===== config.mk =====
export PLATFORM = sky130hd
export DESIGN_NAME = multicycle_control_unit
export DESIGN_NICKNAME = d
export VERILOG_FILES = /design/src/rtl/multicycle_control_unit.sv
export SDC_FILE = /design/constraint.sdc
export NUM_CORES = 1
export LEC_CHECK = 0
export CAP_MARGIN = 15
export CELL_PAD_IN_SITES_DETAIL_PLACEMENT = 1
export CELL_PAD_IN_SITES_GLOBAL_PLACEMENT = 2
export CORE_MARGIN = 8
export CORE_UTILIZATION = 21
export DETAILED_ROUTE_END_ITERATION = 16
export GPL_ROUTABILITY_DRIVEN = 0
export PLACE_DENSITY = 0.77
export SLEW_MARGIN = 20
export SYNTH_ARGS = -nofsm -noshare
export SYNTH_HDL_FRONTEND = slang
export SYNTH_SLANG_ARGS = --single-unit

===== constraint.sdc =====
create_clock -name clk -period 1.3 [get_ports clk]
set_input_delay 0.39 -clock clk [delete_from_list [all_inputs] [get_ports clk]]
set_output_delay 0.39 -clock clk [all_outputs]
set_load 0.01 [all_outputs]

===== src/rtl/multicycle_control_unit.sv =====
// multicycle_control_unit
// Five-phase (FETCH/DECODE/EXEC/MEM/WB) sequencer for the LITE-16 datapath.
// Class flags are latched once per instruction in DECODE; control strobes are
// decoded from the state register, the latched flags, and the two status
// inputs (mem_ack, cond) that complete the memory and branch phases.
// Optional macro CU_MEM_TIMEOUT_EN adds a memory-wait watchdog that raises
// a one-cycle fault pulse and abandons the instruction.
module multicycle_control_unit #(
    parameter int OPCODE_W    = 4,
    parameter int MEM_TIMEOUT = 16
) (
    input  logic                clk,
    input  logic                rst_n,
    input  logic                run,
    input  logic [OPCODE_W-1:0] codeop,
    input  logic                cond,
    input  logic                mem_ack,
    output logic                ri,
    output logic                cmp,
    output logic                mem,
    output logic                ld,
    output logic                st,
    output logic                jmp,
    output logic                fn,
    output logic                ir_we,
    output logic                pc_we,
    output logic                pc_sel,
    output logic                alu_en,
    output logic                reg_we,
    output logic                mem_req,
    output logic                mem_we,
    output logic                busy,
    output logic                fault
);

    // Elaboration-time parameter sanity checks
    if (OPCODE_W < 4) begin : g_bad_opcode_w
        $error("OPCODE_W must be >= 4");
    end
    if (MEM_TIMEOUT < 2) begin : g_bad_mem_timeout
        $error("MEM_TIMEOUT must be >= 2");
    end

    typedef enum logic [2:0] {
        S_IDLE   = 3'd0,
        S_FETCH  = 3'd1,
        S_DECODE = 3'd2,
        S_EXEC   = 3'd3,
        S_MEM    = 3'd4,
        S_WB     = 3'd5
    } state_t;

    state_t state_reg, state_next;

    logic [2:0] op_top3;
    logic [1:0] op_top2;
    logic [1:0] op_low2;
    logic       timed_out;

    assign op_top3 = codeop[OPCODE_W-1 -: 3];
    assign op_top2 = codeop[OPCODE_W-1 -: 2];
    assign op_low2 = codeop[1:0];

`ifdef CU_MEM_TIMEOUT_EN
    localparam int CNT_W = $clog2(MEM_TIMEOUT + 1);

    logic [CNT_W-1:0] wait_cnt_reg;

    assign timed_out = (wait_cnt_reg == CNT_W'(MEM_TIMEOUT));

    // Count consecutive un-acked request cycles; any other cycle clears it,
    // so the count restarts on every entry to FETCH or MEM
    always_ff @(posedge clk or negedge rst_n) begin
        if (!rst_n) begin
            wait_cnt_reg <= '0;
        end else if ((state_reg == S_FETCH || state_reg == S_MEM) && !mem_ack && !timed_out) begin
            wait_cnt_reg <= wait_cnt_reg + CNT_W'(1);
        end else begin
            wait_cnt_reg <= '0;
        end
    end
`else
    assign timed_out = 1'b0;
`endif

    // State register
    always_ff @(posedge clk or negedge rst_n) begin
        if (!rst_n) begin
            state_reg <= S_IDLE;
        end else begin
            state_reg <= state_next;
        end
    end

    // Latch the opcode class flags once per instruction, in DECODE
    always_ff @(posedge clk or negedge rst_n) begin
        if (!rst_n) begin
            ri  <= 1'b0;
            cmp <= 1'b0;
            mem <= 1'b0;
            ld  <= 1'b0;
            st  <= 1'b0;
            jmp <= 1'b0;
            fn  <= 1'b0;
        end else if (state_reg == S_DECODE) begin
            ri  <= (op_top3 == 3'b111);
            cmp <= (op_low2 == 2'b11);
            mem <= (op_top3 == 3'b110);
            ld  <= (op_top3 == 3'b110) && !codeop[0];
            st  <= (op_top3 == 3'b110) &&  codeop[0];
            jmp <= (op_top2 == 2'b10);
            fn  <= (op_top2 == 2'b10) && (op_low2 == 2'b11);
        end
    end

    // Next-state and control-strobe decode
    always_comb begin
        state_t boundary;
        state_next = state_reg;
        ir_we      = 1'b0;
        pc_we      = 1'b0;
        pc_sel     = 1'b0;
        alu_en     = 1'b0;
        reg_we     = 1'b0;
        mem_req    = 1'b0;
        mem_we     = 1'b0;
        fault      = 1'b0;
        busy       = (state_reg != S_IDLE);
        // run only matters where an instruction ends
        boundary   = run ? S_FETCH : S_IDLE;

        case (state_reg)
            S_IDLE: begin
                if (run) state_next = S_FETCH;
            end
            S_FETCH: begin
                if (timed_out) begin
                    fault      = 1'b1;
                    state_next = S_IDLE;
                end else begin
                    mem_req = 1'b1;
                    if (mem_ack) begin
                        ir_we      = 1'b1;
                        pc_we      = 1'b1;
                        state_next = S_DECODE;
                    end
                end
            end
            S_DECODE: begin
                state_next = S_EXEC;
            end
            S_EXEC: begin
                alu_en = 1'b1;
                if (jmp) begin
                    if (!fn || cond) begin
                        pc_we  = 1'b1;
                        pc_sel = 1'b1;
                    end
                    state_next = boundary;
                end else if (mem) begin
                    state_next = S_MEM;
                end else if (cmp) begin
                    state_next = boundary;
                end else begin
                    state_next = S_WB;
                end
            end
            S_MEM: begin
                if (timed_out) begin
                    fault      = 1'b1;
                    state_next = S_IDLE;
                end else begin
                    mem_req = 1'b1;
                    mem_we  = st;
                    if (mem_ack) state_next = ld ? S_WB : boundary;
                end
            end
            S_WB: begin
                reg_we     = 1'b1;
                state_next = boundary;
            end
            default: begin
                state_next = S_IDLE;
            end
        endcase
    end

endmodule

* Word-level counts from Yosys, hierarchy flattened
Cells that the tools add are included.
** Word-level totals
- Flip-flop bits (word level) :: 10
- Bits of input ports :: 9
- Output and inout bits :: 16
- Logic and storage cells :: 49
** Operators by class
- Equality and inequality tests :: 12
- Multiplexer cells :: 19
- Reduce and logical (&&, ||, !) cells :: 10
** Operator list (number)
- $mux W3 :: 7
- $pmux W3 S6 :: 1
- $eq A3 B3 Y1 const B :: 4
- $mux W1 :: 10
- $eq A3 B2 Y1 const B :: 2
- $ne A2 B2 Y1 const B :: 3
- $eq A2 B2 Y1 const B :: 2
- $eq A3 B1 Y1 const B :: 1
- $logic_and A1 B1 Y1 :: 3
- $logic_not A3 Y1 :: 1
- $reduce_and A3 Y1 :: 1
- $reduce_bool A3 Y1 :: 1
- $logic_not A1 Y1 :: 2
- $pmux W1 S2 :: 1
- $reduce_or A2 Y1 :: 1
- $logic_or A1 B1 Y1 :: 1

* Longest topological paths before layout
Gate-level depths: netlist of the first run.
- Depth after elaboration :: 5
- Depth in mapped cells :: 6
- Depth with buffers taken out :: 4

* Worst setup path before layout of the first run
No wires, ideal clock.
- Path kind :: reg-to-output
- From :: register state_reg[1]
- To :: output port pc_we
- Arrival :: 1.023 ns
- Data required time :: 0.910 ns
- Path slack :: -0.113 ns
- Stages on the path, launching flop included :: 4
- Path buffers :: 1
- Cells stage by stage :: dfrtp_1 > clkbuf_1 > o211ai_1 > a21oi_1
** Between the ends
- Cells in the longest elaborated chain, start to end :: 2
- Elaborated cells between the ends (all ways) :: 3
- Classes of those cells :: eq/ne (2); mux (1)
** Ends and longest elaborated chain
- start, declared :: line 53 : state_t state_reg, state_next;
- start signal, assigned :: line 91 : state_reg <= state_next;
- $eq A3 B2 Y1 / $eq A3 B1 Y1 (equally long branches) :: line 132 : case (state_reg)
- $pmux W1 S2 * :: line 132
- end, declared :: line 26 : output logic pc_we,
Every way passes the cells marked *; elsewhere a longest branch is shown, timed or not.

* Worst setup path in the final report of the first run
- From :: register state_reg[0]
- To :: output port mem_we
** Between the ends
- Cells in the longest elaborated chain, start to end :: 2
** Ends and longest elaborated chain
- $eq A3 B3 Y1 :: line 132
- $mux W1 :: line 132
- end, declared :: line 31 : output logic mem_we,
Every way passes these cells.

==> results.cfg, run 1 <==
[critical_path]
crit_required_ns = 0.91
crit_path_end_kind = primary output
critPathMostFrequentCell = buf_6
cp.arrival_ns = 1.33
crit_type = register to primary output
reg2reg_slack_ns = -0.29
slowest_stage = dfrtp_1
path_max_fanout = 4
path_cells = buf_6, buf_6, and4bb_2, buf_6
crit_path_max_incr_delay_ns = 0.43
worst_setup_path_start_kind = register

[finish]
nets = 134
fillCellCount = 356
ff_latch_area_um2 = 251
final_cell_area_um2 = 1220
drive_gt1_share_pct = 60.2
layout_commonest_cell = buf_6
multi_input_area_um2 = 405
largest_register_ffs = 3
syn_to_final_growth_pct = 94.6
antenna_cells = 0
layout_common_cells = 21 x buf_6, 18 x buf_4, 9 x dfrtp_1
fin_util_pct = 41.4

[clock_tree]
cts_buffers = 3
cts_tree = done
path_clk_slew_ns = 0.07
cts_hold_buf = 0
cts_root_buffer = clkbuf_4
cts_sinks = 10
cts_max_path_buffers = 2
clkLatencyLatePin_ns = 0.27
htree_num_levels = 1

[yosys]
yosysUniqueCellTypes = 32
syn_nets = 77
synth_cells = 68
syn_area_um2 = 628
yosysTopAreaCell = dfrtp_1
synth-seq-cells = 10
synthTopCellsByArea = dfrtp_1 40%, nand2b_1 6.0%, nand2_1 4.8%, a21oi_1 4.0%, o21ai_0 4.0%
synth_area_per_cell_um2 = 9.24
synth_top_area_share_pct = 39.8
yosysSeqAreaShare_pct = 39.8
ys_warn_count = 0

[routing]
wl_per_cell_um = 14.7
ant_nets = 0
drt_iter0_markers = 20
avgViaCountPerCell = 4.51
routed_wl_um = 2300
drcViolationCount = 0
firstDrtPassIters = 4
num_vias = 703

[die]
fp.dieW_um = 70.7
die_h_um = 70.7
core_um2 = 2950
initial_core_util_pct = 21.3
ioPinCount = 25
dieArea_um2 = 5000
num_rows = 20

[grt]
antenna_found_initial = 0
grt-ovfl-total = 0
grt_pass1_wl_um = 3810
grt_max_degree = 11
grt_util_all_layers_pct = 9.58
grt_pass1_vias = 852

[sta]
maxSlewViolCount = 0
fmax_mhz = 582
finalCritPeriodShare_pct = 132
rsz0062_at_grt = yes
worst_slack_ns = -0.418
setup_viol = 16
hold_violations = 0
min_period_ns = 1.72
setup_tns_ns = -4.58
clock_skew_ns = 0.00561
hold_ws_ns = 0.405

[worst_hold_path]
worstHoldPathType = input port to asynchronous set/reset pin

[status]
status = complete, but fails checks
failed_checks = setup timing

[placed_design]
dp_hpwl_um = 1540
portBuffers = 23
placed_area_um2 = 1040

[power]
ir_drop_uv = 646
power_density_nw_per_um2 = 2210
p_leak_uw = 0.000605

[run]
maxCapViolCount = 0
synth_stat cells:
cell type	n
nand3_1	1
nand2b_4	1
o211a_1	1
and4b_1	1
and2_1	1
conb_1	1
nor2b_1	2
a22oi_1	1
nor3_4	1
nand2_1	8
nand3b_1	1
o21ai_0	5
or3_1	1
o31ai_2	1
dfrtp_1	10
or2_2	1
o211ai_1	2
o21bai_1	1
or2_4	1
nand4b_1	1
o31ai_1	1
a21o_1	1
inv_1	2
nand2b_1	6
nor2_1	3
a21oi_1	5
and4bb_2	1
buf_4	1
clkbuf_1	1
a22o_1	2
buf_6	2
buf_2	1
cell type report:
cell class                      count  share of cell area (%)
Clock buffer                        3                    1.84
Inverter                            2                   0.614
Multi-Input combinational cell     52                    33.2
Sequential cell                    10                    20.6
Tap cell                           33                    3.38
Timing Repair Buffer               56                    40.4
stage by stage:
step                      instances  total power (uW)  setup slack [ns]
after global routing            156              2890            -0.476
after global placement          141              1920            -0.795
after floorplan                  68              1210           -0.0431
after detailed placement        141              1960            -0.795
final                           156              2700            -0.418
after CTS                       153              2560            -0.421
layer usage:
layer / vias to the layer above / share of wire (%) / global-route usage (%)
met1: 331 / 39 / 9.58
met4: 0 / 1.8 / 5.54
met3: 5 / 6.3 / 3.39
met5: - / 0 / 0
li1: 348 / - / -
met2: 19 / 53 / 16.8
final timing paths:
| check | start | to | cells after the start |
|---|---|---|---|
| setup / recovery | state_reg[0] | mem_we | 4 |
| hold / removal | rst_n | ld | 2 |
| setup reg to reg | state_reg[0] | ld | 7 |
| hold reg to reg | ri | ri | 2 |
| max in group asynchronous | rst_n | state_reg[1] | 2 |
| min in group clk | ri | ri | 2 |
cells by family (layout without fill, tap and decap cells):
| kind of cell | after synthesis | after routing | synth area share [%] |
|---|---|---|---|
| buffers and inverters | 7 | 61 | 7.37 |
| flip-flops | 10 | 10 | 39.8 |
| AO/OA/AOI/OAI | 20 | 20 | 21.5 |
| AND/OR/NAND/NOR | 30 | 31 | 30.7 |
| other | 1 | 1 | 0.597 |
where the power goes:
part	total (uW)	leakage, uW	switching (uW)	internal, uW
clock network	219	0.0000138	112	107
registers	528	0.000131	94.3	434
logic	1960	0.000460	789	1170
worst max-delay path: cells and delay by family (launching register included):
kind | cells | cell delay, ns
AND/OR/NAND/NOR | 1 | 0.28
flip-flops | 1 | 0.43
buffers and inverters | 3 | 0.35
repair_timing:
item,in CTS,in global routing
resized for setup,84,17
pin swaps,10,8
endpoints found under the setup margin,23,23
setup buffers,9,4
cloned,1,0
Power figures use the tool's default switching activity.
==> inputs of run 2 (changes only) <==
--- a/config.mk
+++ b/config.mk
@@ -12,7 +12,7 @@
 export CORE_UTILIZATION = 21
 export DETAILED_ROUTE_END_ITERATION = 16
 export GPL_ROUTABILITY_DRIVEN = 0
-export PLACE_DENSITY = 0.77
+export PLACE_DENSITY = 0.78
 export SLEW_MARGIN = 20
 export SYNTH_ARGS = -nofsm -noshare
 export SYNTH_HDL_FRONTEND = slang
==> run 2 against run 1 <==
The flow still finishes with violations (setup timing). Non-clock buffer count shrank 5. Routed wire length shrank 10%. Clock power grew 29%. Global-route usage shrank 0.99 points. Fmax is essentially flat. Via count shrank 2.7%. Hold slack gained 0.0090 ns. Critical endpoint is now busy. Power shrank 4.2%. Die area is the same.
==> results.cfg, run 2 (same netlist as run 1, synthesis figures left out) <==
[routing]
dr_wl_met3_um = 143
wl_per_cell_um = 13.6
drt-met1-wl_um = 825
drcViolationCount = 0
top_layer = met4
routed_wl_um = 2070
ant_nets = 0
avgViaCountPerCell = 4.50
dr_wl_met2_um = 1090
num_vias = 684
firstDrtPassIters = 3
drt_iter0_markers = 1

[finish]
fin_util_pct = 40.0
nets = 129
layout_commonest_cell = buf_4
layout_common_cells = 18 x buf_4, 16 x buf_6, 9 x dfrtp_1
drive_gt1_share_pct = 58.8
final_cell_area_um2 = 1180
syn_to_final_growth_pct = 88.0
antenna_cells = 0
largest_register_ffs = 3

[placed_design]
portBuffers = 23
dp_hpwl_um = 1520
placed_area_um2 = 1010

[clock_tree]
clkLatencyLatePin_ns = 0.26
cts_hold_buf = 0
path_clk_slew_ns = 0.07
cts_tree = done
cts_root_buffer = clkbuf_4
htree_num_levels = 1
cts_buffers = 3
cts_max_path_buffers = 2
cts_sinks = 10

[critical_path]
path_max_fanout = 4
crit_path_max_incr_delay_ns = 0.40
crit_type = register to primary output
slowest_stage = dfrtp_1
crit_path_end_kind = primary output
crit_required_ns = 0.91
path_cells = buf_4, or3_4, buf_6
worst_setup_path_start_kind = register
cp.arrival_ns = 1.33

[die]
initial_core_util_pct = 21.3
core_um2 = 2950
fp.dieW_um = 70.7
die_h_um = 70.7
num_rows = 20
ioPinCount = 25
dieArea_um2 = 5000

[power]
p_leak_uw = 0.000580
ir_drop_uv = 692
power_density_nw_per_um2 = 2190

[sta]
rsz0062_at_grt = yes
worst_slack_ns = -0.416
hold_violations = 0
finalCritPeriodShare_pct = 132
setup_viol = 17
fmax_mhz = 583
min_period_ns = 1.72
clock_skew_ns = 0.000622
maxSlewViolCount = 0
hold_ws_ns = 0.414

[worst_hold_path]
worstHoldPathType = input port to asynchronous set/reset pin

[grt]
grt_pass1_wl_um = 3480
grt_util_all_layers_pct = 8.59
antenna_found_initial = 0
grt_pass1_vias = 780
grt_max_degree = 11
grt-ovfl-total = 0

[status]
failed_checks = setup timing
status = complete, but fails checks

[run]
maxCapViolCount = 0
run 2: repair_timing:
item	in CTS	in global routing
cloned	1	0
buffers inserted	6	5
resized for setup	77	19
endpoints found under the setup margin	23	23
pin swaps	12	5
run 2: path summary, 6_finish.rpt:
path | from | end | slack, ns | cells past startpoint
hold / removal | rst_n | ld | 0.41 | 2
setup / recovery | state_reg[2] | busy | -0.42 | 3
setup reg to reg | state_reg[0] | ld | -0.20 | 6
max in group asynchronous | rst_n | state_reg[1] | 0.73 | 2
hold reg to reg | ri | ri | 0.50 | 2
min in group clk | ri | ri | 0.50 | 2
run 2: area by class of cell:
| cell class | instances | area (um2) |
|---|---|---|
| well taps | 33 | 41.3 |
| flip-flops and latches | 10 | 251 |
| clock buffers | 4 | 36.3 |
| fillers | 346 | 1770 |
| inverters | 2 | 7.51 |
| multi-input cells | 52 | 407 |
| repair buffers | 51 | 438 |
run 2: critical path, delay by kind of cell (launching register included):
family | cells | cell delay, ns
flops | 1 | 0.40
simple gates | 1 | 0.38
buf+inv | 2 | 0.29
run 2: through the flow:
stage          TNS (ns)  cells  worst slack [ns]  power, uW
3_3_place_gp      -6.06    138            -0.767       1880
4_1_cts           -3.55    147            -0.393       2390
3_5_place_dp      -6.43    138            -0.771       1920
5_1_grt           -4.55    152            -0.458       2790
2_1_floorplan    -0.101     68           -0.0431       1210
6_report          -3.56    152            -0.416       2590
run 2: per-layer routing:
metal / up-vias / global-route usage [%]
met5: - / 0
met4: 0 / 2.77
met2: 16 / 15.2
li1: 338 / -
met3: 2 / 3.39
met1: 328 / 9.02
run 2: where the power goes:
group / switching (uW) / internal, uW / total [uW] / leakage (uW)
combinational: 716 / 1050 / 1760 / 0.000428
sequential: 112 / 434 / 546 / 0.000131
clock: 113 / 170 / 282 / 0.0000210
